$ cat config.mk
export PLATFORM = sky130hd
export DESIGN_NAME = fetch_queue
export DESIGN_NICKNAME = d
export VERILOG_FILES = /design/src/rtl/fetch_queue.sv
export SDC_FILE = /design/constraint.sdc
export NUM_CORES = 1
export LEC_CHECK = 0
export BUFFER_PORTS_ARGS = -buffer_cell sky130_fd_sc_hd__buf_2
export CAP_MARGIN = 0
export CORE_MARGIN = 4
export CORE_UTILIZATION = 30
export CTS_CLUSTER_DIAMETER = 80
export DETAILED_ROUTE_END_ITERATION = 8
export SLEW_MARGIN = 20
export SYNTH_ARGS = -nofsm -noshare
export SYNTH_HDL_FRONTEND = slang
export SYNTH_SLANG_ARGS = --single-unit
export TNS_END_PERCENT = 30
$ cat constraint.sdc
create_clock -name clk -period 4.3 [get_ports clk]
set_clock_uncertainty 0.2 [all_clocks]
set_input_delay 0 -clock clk [delete_from_list [all_inputs] [get_ports clk]]
set_output_delay 0 -clock clk [all_outputs]
set_load 0.01 [all_outputs]
$ cat src/rtl/fetch_queue.sv
// Instruction fetch front end: owns the PC, keeps up to DEPTH reads queued or in flight, feeds decode.
// Latency: imem_valid -> if_valid is 1 cycle, or 0 cycles with FETCH_BYPASS_EN defined and the queue empty.
// Backpressure: if_ready=0 holds the head stable; issue stalls once queued + in-flight reaches DEPTH.
module fetch_queue #(
  parameter int          DEPTH    = 2,
  parameter logic [15:0] RESET_PC = 16'h0000
) (
  input  logic        clk,
  input  logic        rst,
  output logic        imem_req,
  output logic [15:0] imem_addr,
  input  logic        imem_valid,
  input  logic [15:0] imem_data,
  input  logic        redirect,
  input  logic [15:0] redirect_pc,
  input  logic        halt,
  output logic        if_valid,
  input  logic        if_ready,
  output logic [15:0] if_instr,
  output logic [15:0] if_pc_inc,
  output logic        halted
);
  localparam int CW  = $clog2(DEPTH + 1);
  localparam int CW1 = CW + 1;
  localparam int PW  = (DEPTH > 1) ? $clog2(DEPTH) : 1;
  localparam int DW  = 8;

  typedef enum logic {S_RUN, S_HALTED} state_t;
  state_t state_q, state_d;

  logic [15:0]   pc_q, ret_pc_q, redirect_tgt;
  logic [CW-1:0] count_q, inflight_q, infl_left;
  logic [DW-1:0] drop_q;
  logic [PW-1:0] rd_ptr_q, wr_ptr_q;
  logic [CW1-1:0] occ_total;
  logic [15:0]   q_instr [DEPTH];
  logic [15:0]   q_pinc  [DEPTH];

  logic in_run, flush_redir, flush_halt, flush;
  logic resp_drop, resp_take, head_vld, byp_vld, pop, byp_take, push;

  function automatic logic [PW-1:0] inc_ptr(input logic [PW-1:0] p);
    return (p == PW'(DEPTH - 1)) ? '0 : p + PW'(1);
  endfunction

  always_ff @(posedge clk) begin
    if (!rst) state_q <= S_RUN;
    else      state_q <= state_d;
  end

  // Redirect has priority over halt; HALTED is left only through reset.
  always_comb begin
    state_d = state_q;
    if (state_q == S_RUN && halt && !redirect) state_d = S_HALTED;
  end

  always_comb begin
    halted = rst && (state_q == S_HALTED);
  end

  always_comb begin
    in_run       = rst && (state_q == S_RUN);
    flush_redir  = in_run && redirect;
    flush_halt   = in_run && halt && !redirect;
    flush        = flush_redir || flush_halt;
    redirect_tgt = redirect_pc & 16'hFFFE;
    resp_drop    = rst && imem_valid && (drop_q != '0);
    resp_take    = rst && imem_valid && (drop_q == '0) && (inflight_q != '0);
    infl_left    = inflight_q - CW'(resp_take);
    head_vld     = in_run && (count_q != '0);
`ifdef FETCH_BYPASS_EN
    byp_vld      = in_run && !flush && resp_take && (count_q == '0);
`else
    byp_vld      = 1'b0;
`endif
    pop          = head_vld && if_ready;
    byp_take     = byp_vld && if_ready;
    push         = resp_take && !flush && !byp_take;
    // A pop this cycle frees its slot, so issue can continue back-to-back at DEPTH=2.
    occ_total    = CW1'(count_q) + CW1'(inflight_q) - CW1'(pop);
    imem_req     = in_run && !redirect && !halt && (occ_total < CW1'(DEPTH));
    imem_addr    = pc_q;
    if_valid     = head_vld || byp_vld;
    if_instr     = '0;
    if_pc_inc    = '0;
    if (head_vld) begin
      if_instr  = q_instr[rd_ptr_q];
      if_pc_inc = q_pinc[rd_ptr_q];
    end else if (byp_vld) begin
      if_instr  = imem_data;
      if_pc_inc = ret_pc_q + 16'd2;
    end
  end

  always_ff @(posedge clk) begin
    if (!rst) begin
      pc_q       <= RESET_PC;
      ret_pc_q   <= RESET_PC;
      count_q    <= '0;
      inflight_q <= '0;
      drop_q     <= '0;
      rd_ptr_q   <= '0;
      wr_ptr_q   <= '0;
    end else begin
      // ret_pc_q tracks the address of the next response that will be kept.
      if (flush_redir) begin
        pc_q     <= redirect_tgt;
        ret_pc_q <= redirect_tgt;
      end else begin
        if (imem_req)  pc_q     <= pc_q + 16'd2;
        if (resp_take) ret_pc_q <= ret_pc_q + 16'd2;
      end
      drop_q <= drop_q - DW'(resp_drop) + (flush ? DW'(infl_left) : DW'(0));
      if (flush) begin
        count_q    <= '0;
        inflight_q <= '0;
        rd_ptr_q   <= '0;
        wr_ptr_q   <= '0;
      end else begin
        inflight_q <= inflight_q + CW'(imem_req) - CW'(resp_take);
        count_q    <= count_q + CW'(push) - CW'(pop);
        if (push) wr_ptr_q <= inc_ptr(wr_ptr_q);
        if (pop)  rd_ptr_q <= inc_ptr(rd_ptr_q);
      end
    end
  end

  always_ff @(posedge clk) begin
    if (push) begin
      q_instr[wr_ptr_q] <= imem_data;
      q_pinc[wr_ptr_q]  <= ret_pc_q + 16'd2;
    end
  end
endmodule
# After elaboration in Yosys (flattened, before gate mapping)
# Memories as Yosys holds them, arrays and structs flattened. A register that Yosys moved wholly into a read port is not among the register bits.
# Cells that the tools add are included.
[classes]
n_addsub = 13
n_lt_le_gt_ge = 1
muxes = 15
n_bitwise = 2
reduce_logical = 29
[ops]
columns = ["cell", "count"]
rows = [
  ["$mux W16", 6],
  ["$add A16 B2 Y16 const B", 2],
  ["$logic_and A1 B1 Y1", 17],
  ["$add A8 B2 Y8", 1],
  ["$logic_not A8 Y1", 1],
  ["$mux W1", 8],
  ["$reduce_bool A2 Y1", 4],
  ["$reduce_bool A8 Y1", 1],
  ["$sub A8 B1 Y8", 1],
  ["$sub A2 B1 Y2", 3],
  ["$add A2 B1 Y2", 2],
  ["$reduce_or A2 Y1", 2],
  ["$add A2 B2 Y3", 1],
  ["$logic_not A1 Y1", 3],
  ["$lt A3 B2 Y1 const B", 1],
  ["$sub A3 B1 Y3", 1],
  ["$add A1 B1 Y1 const B", 2],
  ["$mux W2", 1],
  ["$not A1 Y1", 2],
  ["$logic_or A1 B1 Y1", 1],
]
[word_totals]
regBits = 47
ram_bits = 64
inputBits = 38
out_inout_bits = 51
elab_cells = 72
mem_count = 2
[memory_table]
columns = ["name", "depth", "width", "rd", "rd_clocked_by_memory_dff", "write_ports", "line_no", "text"]
rows = [
  ["q_instr", 2, 16, 1, 1, 1, "36", "logic [15:0] q_instr [DEPTH];"],
  ["q_pinc", 2, 16, 1, 1, 1, "37", "logic [15:0] q_pinc [DEPTH];"],
]

# Logic depth before layout (Yosys ltp)
# Gate-level depths: netlist (run 1).
[depth]
ltp_word = 9
depth_mapped = 15
ltp_nobuf = 15

# Worst setup path after synthesis (run 1)
# No wires, ideal clock.
[synth_path]
path_kind = "register to register"
from = "register drop_q[2]"
to = "memory q_instr[0][0], enable pin"
setup_time_ns = 0.419
t_arrival_ns = 2.488
required_time_ns = 3.681
slack_ns = 1.193
stages_incl_launch_ff = 6
path_buffers = 0
period_less_slack_ns = 3.107
path_cell_list = "dfxtp_1 > inv_1 > ha_1 > nand4b_2 > a2111o_1 > nor2_1"
[synth_via]
elab_chain_len = 6
[synth_rtl]
columns = ["item", "line_no", "text"]
rows = [
  ["from (decl)", "33", "logic [DW-1:0] drop_q;"],
  ["from (signal assigned)", "113", "drop_q <= drop_q - DW'(resp_drop) + (flush ? DW'(infl_left) : DW'(0));"],
  ["$logic_not A8 Y1", "68", "resp_take = rst && imem_valid && (drop_q == '0) && (inflight_q != '0);"],
  ["$logic_and A1 B1 Y1 (2 in a row)", "68", ""],
  ["$logic_and A1 B1 Y1", "78", "push = resp_take && !flush && !byp_take;"],
  ["$mux W1", "129", "if (push) begin"],
  ["$mux W1 (implied by the code)", "130", "q_instr[wr_ptr_q] <= imem_data;"],
  ["to (decl)", "36", ""],
]
# No other way between the ends.

# Final worst setup path (run 1)
[layout_path]
from = "register drop_q[2]"
to = "register drop_q[6]"
[layout_via]
elab_chain_len = 6
elab_cells_between_ends = 9
cone_classes = "3 x add/sub; 1 x mux; 5 x reduce/logical"
[layout_rtl]
columns = ["item", "line_no"]
rows = [
  ["parallel branches: the longest is 5 deep, another holds $sub A8 B1 Y8", "-"],
  ["$add A8 B2 Y8 *", "113"],
]
# Every way passes the cells marked *.
# A chain may end at the register's enable or synchronous reset.

==> flow_metrics.env, run 1 <==
export IMPL_status="complete, no violations"
export IMPL_wl_per_cell_um=14.71
export IMPL_cts_setup_buffers=0
export IMPL_synth_common_cells="edfxtp_1, nor2_1, dfxtp_1"
export IMPL_rows=48
export IMPL_dpl_instance_area_sq_um=6023
export IMPL_post_cts_resized=0
export IMPL_slew_headroom_pct=34.54
export IMPL_path_class="flip-flop to flip-flop"
export IMPL_cts_tree="built"
export IMPL_grt_pass1_vias=4088
export IMPL_fmax_mhz=280.0
export IMPL_max_cap_violations=0
export IMPL_cts_buffer_depth=2
export IMPL_setup_viol=0
export IMPL_hold_class="primary input to flip-flop"
export IMPL_cp_start_kind="flip-flop"
export IMPL_final_nets=668
export IMPL_synth_area_leaders="edfxtp_1, dfxtp_1, mux2i_1, ha_1, nor2_1"
export IMPL_drt_iter0_markers=242
export IMPL_synth_edff_count=62
export IMPL_vias=4116
export IMPL_root_buffer="clkbuf_16"
export IMPL_clk_latency_ps=350
export IMPL_clkTransAtPathRegs_ps=80
export IMPL_cp_arrival_ps=3590
export IMPL_yosysTopAreaCellShare_pct=34.71
export IMPL_synth_cell_type_count=57
export IMPL_postRouteAntennaNets=0
export IMPL_regArea_sq_um=2784
export IMPL_fp_coreArea_sq_um=17420
export IMPL_dp_cells=787
export IMPL_tightestPinTransition_ps=982.0
export IMPL_io_buffers=85
export IMPL_cts_buffers=9
export IMPL_dpl_hpwl_mm=8.794
export IMPL_grt_use_total_pct=12.55
export IMPL_synth_largest_area_cell="edfxtp_1"
export IMPL_finalPower_mw=2.546
export IMPL_die_h_um=141.7
export IMPL_die_w_um=141.7
export IMPL_synth_seq_cells=108
export IMPL_die_area_sq_um=20080
export IMPL_drv_slew=0
export IMPL_synth_most_common_cell="edfxtp_1"
export IMPL_synth_seq_area_share_pct=51.88
export IMPL_final_layout_size_suffix_gt1_share_pct=19.90
export IMPL_utilization_pct=38.23
export IMPL_yosysWarnings=0
export IMPL_async_flop_share_pct=0
export IMPL_hold_violations=0
export IMPL_syn_cell_area_sq_um=5364
export IMPL_worst_ir_drop_vdd_mv=0.1940
export IMPL_globalRouteOverflowTotal=0
export IMPL_ios=89
export IMPL_ctsHtreeMaxLevel=3
export IMPL_end_kind="flip-flop"
export IMPL_cts_hold_buf=36
export IMPL_ys_flop_type="edfxtp_1"
export IMPL_multiInputGateArea_sq_um=2379
export IMPL_fillers=1731
export IMPL_grt_pass1_wl_mm=20.18
export IMPL_start_util_pct=30.80
export IMPL_grt_max_degree=33
export IMPL_fin_crit_sh_pct=83.05
export IMPL_instances_no_fill=838
export IMPL_stdcell_area_sq_um=6658
export IMPL_antenna_found_initial=0
export IMPL_tns_ps=0
export IMPL_cellLeakagePower_nw=2.469
export IMPL_required_ps=4320
export IMPL_place_gp_congestion=0.8389
export IMPL_via_per_inst=4.912
export IMPL_pwr_density_cell_nw_per_um2=382.4
export IMPL_cts_sinks=108
export IMPL_routed_wl_mm=12.32
export IMPL_syn_inst=494
export IMPL_synthToLayoutAreaGrowth_pct=24.12
export IMPL_antenna_cells=0
export IMPL_period_minus_slack_ps=3571
export IMPL_crit_fanout=8
export IMPL_drc_errors=0
export IMPL_rsz0062_at_grt="false"
export IMPL_synth_area_per_cell_sq_um=10.86
export IMPL_dr_pass1_iters=5
[critical path, cell delays in order, from the launching register on]
cell and delay (ps):
dfxtp_1 320, inv_1 80, ha_1 200, nand4b_2 250
nor3_1 300, mux2i_1 280, nand3_1 110, ha_1 290
inv_1 60, ha_1 160, inv_1 60, fa_1 390
nand2b_1 160, a21oi_1 290, o21a_1 180, o211ai_1 100
[power breakdown]
group	internal (mW)	total (mW)	switching, mW
Sequential	1.15	1.20	0.0538
Combinational	0.257	0.568	0.311
Clock	0.396	0.773	0.378
Total	1.80	2.55	0.742
[cells in the final DEF (no fill, tap or decap), types with 3 or more instances in the layout]
cell and instances:
o31ai_1 9, ha_1 19, or3_1 4, and2_1 3, inv_1 31, nor2b_1 3, xnor2_1 11, nand4_1 4
a31oi_1 16, a311oi_1 3, edfxtp_1 62, nor3_1 18, mux2i_1 34, and4_1 7, nor4_1 7, buf_4 5
nand2_1 19, a211oi_1 5, o21ai_0 21, nor2_1 50, nand2b_1 6, clkbuf_16 9, buf_2 85, or4_1 9
and3_1 6, dlygate4sd3_1 36, xor2_1 15, dfxtp_1 45, o211ai_1 5, a21oi_1 10, nand3_1 14
[worst paths after layout]
| kind | start | to | slack (ps) | cells past startpoint |
|---|---|---|---|---|
| setup / recovery | drop_q[2] | drop_q[6] | 730 | 15 |
| hold reg to reg | imem_addr[15] | imem_addr[15] | 310 | 2 |
| setup reg to reg | drop_q[2] | drop_q[6] | 730 | 15 |
| hold / removal | redirect | imem_addr[5] | 40 | 5 |
[kinds of logic (layout without fill, tap and decap cells)]
| kind of cell | count (synthesis) | in the layout | synth area share (%) |
|---|---|---|---|
| simple gates | 166 | 166 | 17.82 |
| flops | 108 | 108 | 51.88 |
| mux | 35 | 35 | 6.555 |
| buf+inv | 54 | 172 | 3.965 |
| compound gates | 83 | 83 | 10.29 |
| xor+xnor | 26 | 26 | 4.245 |
| other cells | 1 | 2 | 0.06991 |
| fa+ha+maj | 21 | 21 | 5.179 |
[final cells by class]
type / instances / share of cell area (%)
timing repair buffer: 126 / 12.37
multi-input combinational: 333 / 35.73
clock buffer: 9 / 3.383
clock inverter: 6 / 0.7329
inverter: 31 / 1.748
sequential: 108 / 41.82
tap: 225 / 4.229
[metal layers]
metal	vias to the layer above	part of all wire (%)	track usage (%)
met2	141	44	19.40
met1	1906	47	17.16
met5	-	0	0
li1	2055	-	-
met4	0	1.6	3.838
met3	14	7.3	3.438
[registers in the layout (all words and copies together) (netlist names), named ones only]
name,count
inflight_q,2
q_pinc,30
ret_pc_q,15
rd_ptr_q,1
wr_ptr_q,1
q_instr,32
state_q,1
count_q,2
drop_q,8
imem_addr,15
[through the flow]
step	setup slack (ps)	hold slack (ps)
global route	419.1	71.34
floorplan	1193	-101.1
global placement	905.0	-9.973
CTS	738.5	26.21
detailed placement	752.0	-2.583
finish	728.6	39.40
Power figures use the tool's default switching activity.
==> inputs of run 2 (changes only) <==
==> constraint.sdc (replaced) <==
create_clock -name clk -period 3.7 [get_ports clk]
set_clock_uncertainty 0.2 [all_clocks]
set_input_delay 0 -clock clk [delete_from_list [all_inputs] [get_ports clk]]
set_output_delay 0 -clock clk [all_outputs]
set_load 0.01 [all_outputs]
==> run 2 against run 1 <==
  * Register-to-register slack got worse by 310 ps
  * Worst hold slack improved by 16 ps
  * First-iteration DRC count rose by 12%
  * Non-clock buffer count rose by 3
  * Flip-flop and latch count did not move
  * Maximum frequency rose by 8.7%
  * Sequential power rose by 17%
  * Clock power rose by 26%
  * Highest routed layer unchanged
==> flow_metrics.env, run 2 (synthesis gave the netlist of run 1 again) <==
export IMPL_dp_cells=790
export IMPL_whs_ps=55.73
export IMPL_cp_arrival_ps=3310
export IMPL_cp_start_kind="flip-flop"
export IMPL_dpl_instance_area_sq_um=6046
export IMPL_fin_crit_sh_pct=88.76
export IMPL_utilization_pct=38.58
export IMPL_cts_tree="built"
export IMPL_drc_errors=0
export IMPL_clkTransAtPathRegs_ps=80
export IMPL_grt_use_total_pct=12.55
export IMPL_p_comb_share_pct=22.1
export IMPL_synthToLayoutAreaGrowth_pct=25.29
export IMPL_place_gp_congestion=0.8425
export IMPL_io_buffers=85
export IMPL_finalPower_mw=3.050
export IMPL_slew_headroom_pct=31.99
export IMPL_cts_sinks=108
export IMPL_wl_per_cell_um=14.91
export IMPL_layout_commonest_cell="buf_2"
export IMPL_start_util_pct=30.80
export IMPL_ctsHtreeMaxLevel=3
export IMPL_path_class="flip-flop to flip-flop"
export IMPL_via_per_inst=4.913
export IMPL_rows=48
export IMPL_cts_buffer_depth=2
export IMPL_grt_pass1_vias=4070
export IMPL_crit_chain="inv_1 -> ha_1 -> nand4b_2 -> nor3_1 -> mux2i_1 -> nand3_1 -> ha_1 -> inv_1 -> ha_1 -> inv_1 -> fa_1 -> nand2b_1 -> a21oi_1 -> o21a_1 -> o211ai_1"
export IMPL_tns_ps=0
export IMPL_die_h_um=141.7
export IMPL_final_layout_size_suffix_gt1_share_pct=20.58
export IMPL_period_minus_slack_ps=3284
export IMPL_post_cts_resized=0
export IMPL_cellLeakagePower_nw=2.505
export IMPL_fp_coreArea_sq_um=17420
export IMPL_whs_endpoint="imem_addr[12]"
export IMPL_tightestPinTransition_ps=1011
export IMPL_worstHoldStart="redirect"
export IMPL_fmax_mhz=304.5
export IMPL_r2r_end="drop_q[6]"
export IMPL_regMostFlops="q_instr"
export IMPL_grt_pass1_wl_mm=20.18
export IMPL_grt_max_degree=33
export IMPL_die_area_sq_um=20080
export IMPL_hold_path_cell_count=5
export IMPL_cts_buffers=9
export IMPL_antenna_cells=0
export IMPL_p_sw_mw=0.9202
export IMPL_vias=4137
export IMPL_regArea_sq_um=2784
export IMPL_seqPwrFrac_pct=45.9
export IMPL_hold_violations=0
export IMPL_pwr_share_clk_pct=32.0
export IMPL_hold_class="primary input to flip-flop"
export IMPL_setup_ws_ps=415.9
export IMPL_final_nets=671
export IMPL_dpl_hpwl_mm=8.894
export IMPL_pwr_density_cell_nw_per_um2=453.8
export IMPL_largest_reg_flops=32
export IMPL_fillers=1710
export IMPL_setup_viol=0
export IMPL_dr_pass1_iters=5
export IMPL_slowest_stage="fa_1"
export IMPL_power_internal_mw=2.130
export IMPL_die_w_um=141.7
export IMPL_ff2ff_path_depth=15
export IMPL_ios=89
export IMPL_worst_ir_drop_vdd_mv=0.2361
export IMPL_stdcell_area_sq_um=6720
export IMPL_rsz0062_at_grt="false"
export IMPL_instances_no_fill=842
export IMPL_top_regs="q_instr x32, q_pinc x30"
export IMPL_pre_cts_slack_ps=424.5
export IMPL_antenna_found_initial=0
export IMPL_crit_fanout=3
export IMPL_multiInputGateArea_sq_um=2381
export IMPL_clk_latency_ps=360
export IMPL_globalRouteOverflowTotal=0
export IMPL_reg2reg_slack_ps=420
export IMPL_root_buffer="clkbuf_16"
export IMPL_max_cap_violations=0
export IMPL_mostFrequentLayoutCells="buf_2, edfxtp_1, nor2_1"
export IMPL_drv_slew=0
export IMPL_swShare_pct=30.17
export IMPL_status="complete, no violations"
export IMPL_end_kind="flip-flop"
export IMPL_required_ps=3720
export IMPL_routed_wl_mm=12.56
export IMPL_postRouteAntennaNets=0
export IMPL_drt_iter0_markers=270
export IMPL_reg2reg_from="drop_q[2]"
export IMPL_max_stage_delay_ps=380
run 2: cell types whose count changed in the layout (fill, tap and decap cells not counted):
cell,delta
nand2b_2,+1
clkinvlp_4,-2
clkinv_8,+3
buf_4,+3
inv_6,+1
clkinv_2,-1
nand2b_1,-1
run 2: worst max path at each step:
stage,depth (start not counted),endpoint,start,slack [ps]
2_1_floorplan,5,q_instr[0][0],drop_q[2],590
3_3_place_gp,15,drop_q[6],drop_q[3],470
3_5_place_dp,10,imem_addr[14],state_q,420
4_1_cts,10,imem_addr[14],state_q,400
5_1_grt,10,imem_addr[15],state_q,180
6_report,15,drop_q[6],drop_q[2],420
run 2: final cells by class:
cell class              count  share of cell area [%]
well taps                 225                   4.189
clock inverters             7                   1.285
inverters                  31                   1.732
flip-flops and latches    108                   41.43
multi-input cells         333                   35.43
clock buffers               9                   3.351
repair buffers            129                   12.59
run 2: power groups by stage:
stage               registers (mW)  logic, mW  clock network, mW
floorplan                     1.41      0.484                  0
global placement              1.42      0.609                  0
detailed placement            1.43      0.638                  0
CTS                           1.40      0.671               1.01
global route                  1.41      0.751               1.05
finish                        1.40      0.675              0.975
run 2: per-layer routing:
| metal | wire length, um | up-vias | GRT usage, % |
|---|---|---|---|
| met2 | 5628 | 129 | 19.90 |
| met3 | 714 | 10 | 3.134 |
| met4 | 153 | 0 | 3.636 |
| li1 | - | 2066 | - |
| met5 | 0 | - | 0 |
| met1 | 6059 | 1932 | 17.02 |
run 2: what timing repair did:
action	4_1_cts	5_1_grt
endpoints found under the hold margin	69	0
hold buffers	36	0
buffers inserted	0	0
run 2: worst max-delay path: cells and delay by family, from the launching register on:
kind                     cells  cell delay (ps)
adder cells (fa/ha/maj)      4             1000
AND/OR/NAND/NOR              4              650
AO/OA/AOI/OAI                3              530
flip-flops                   1              320
multiplexers                 1              260
buffers and inverters        3              190
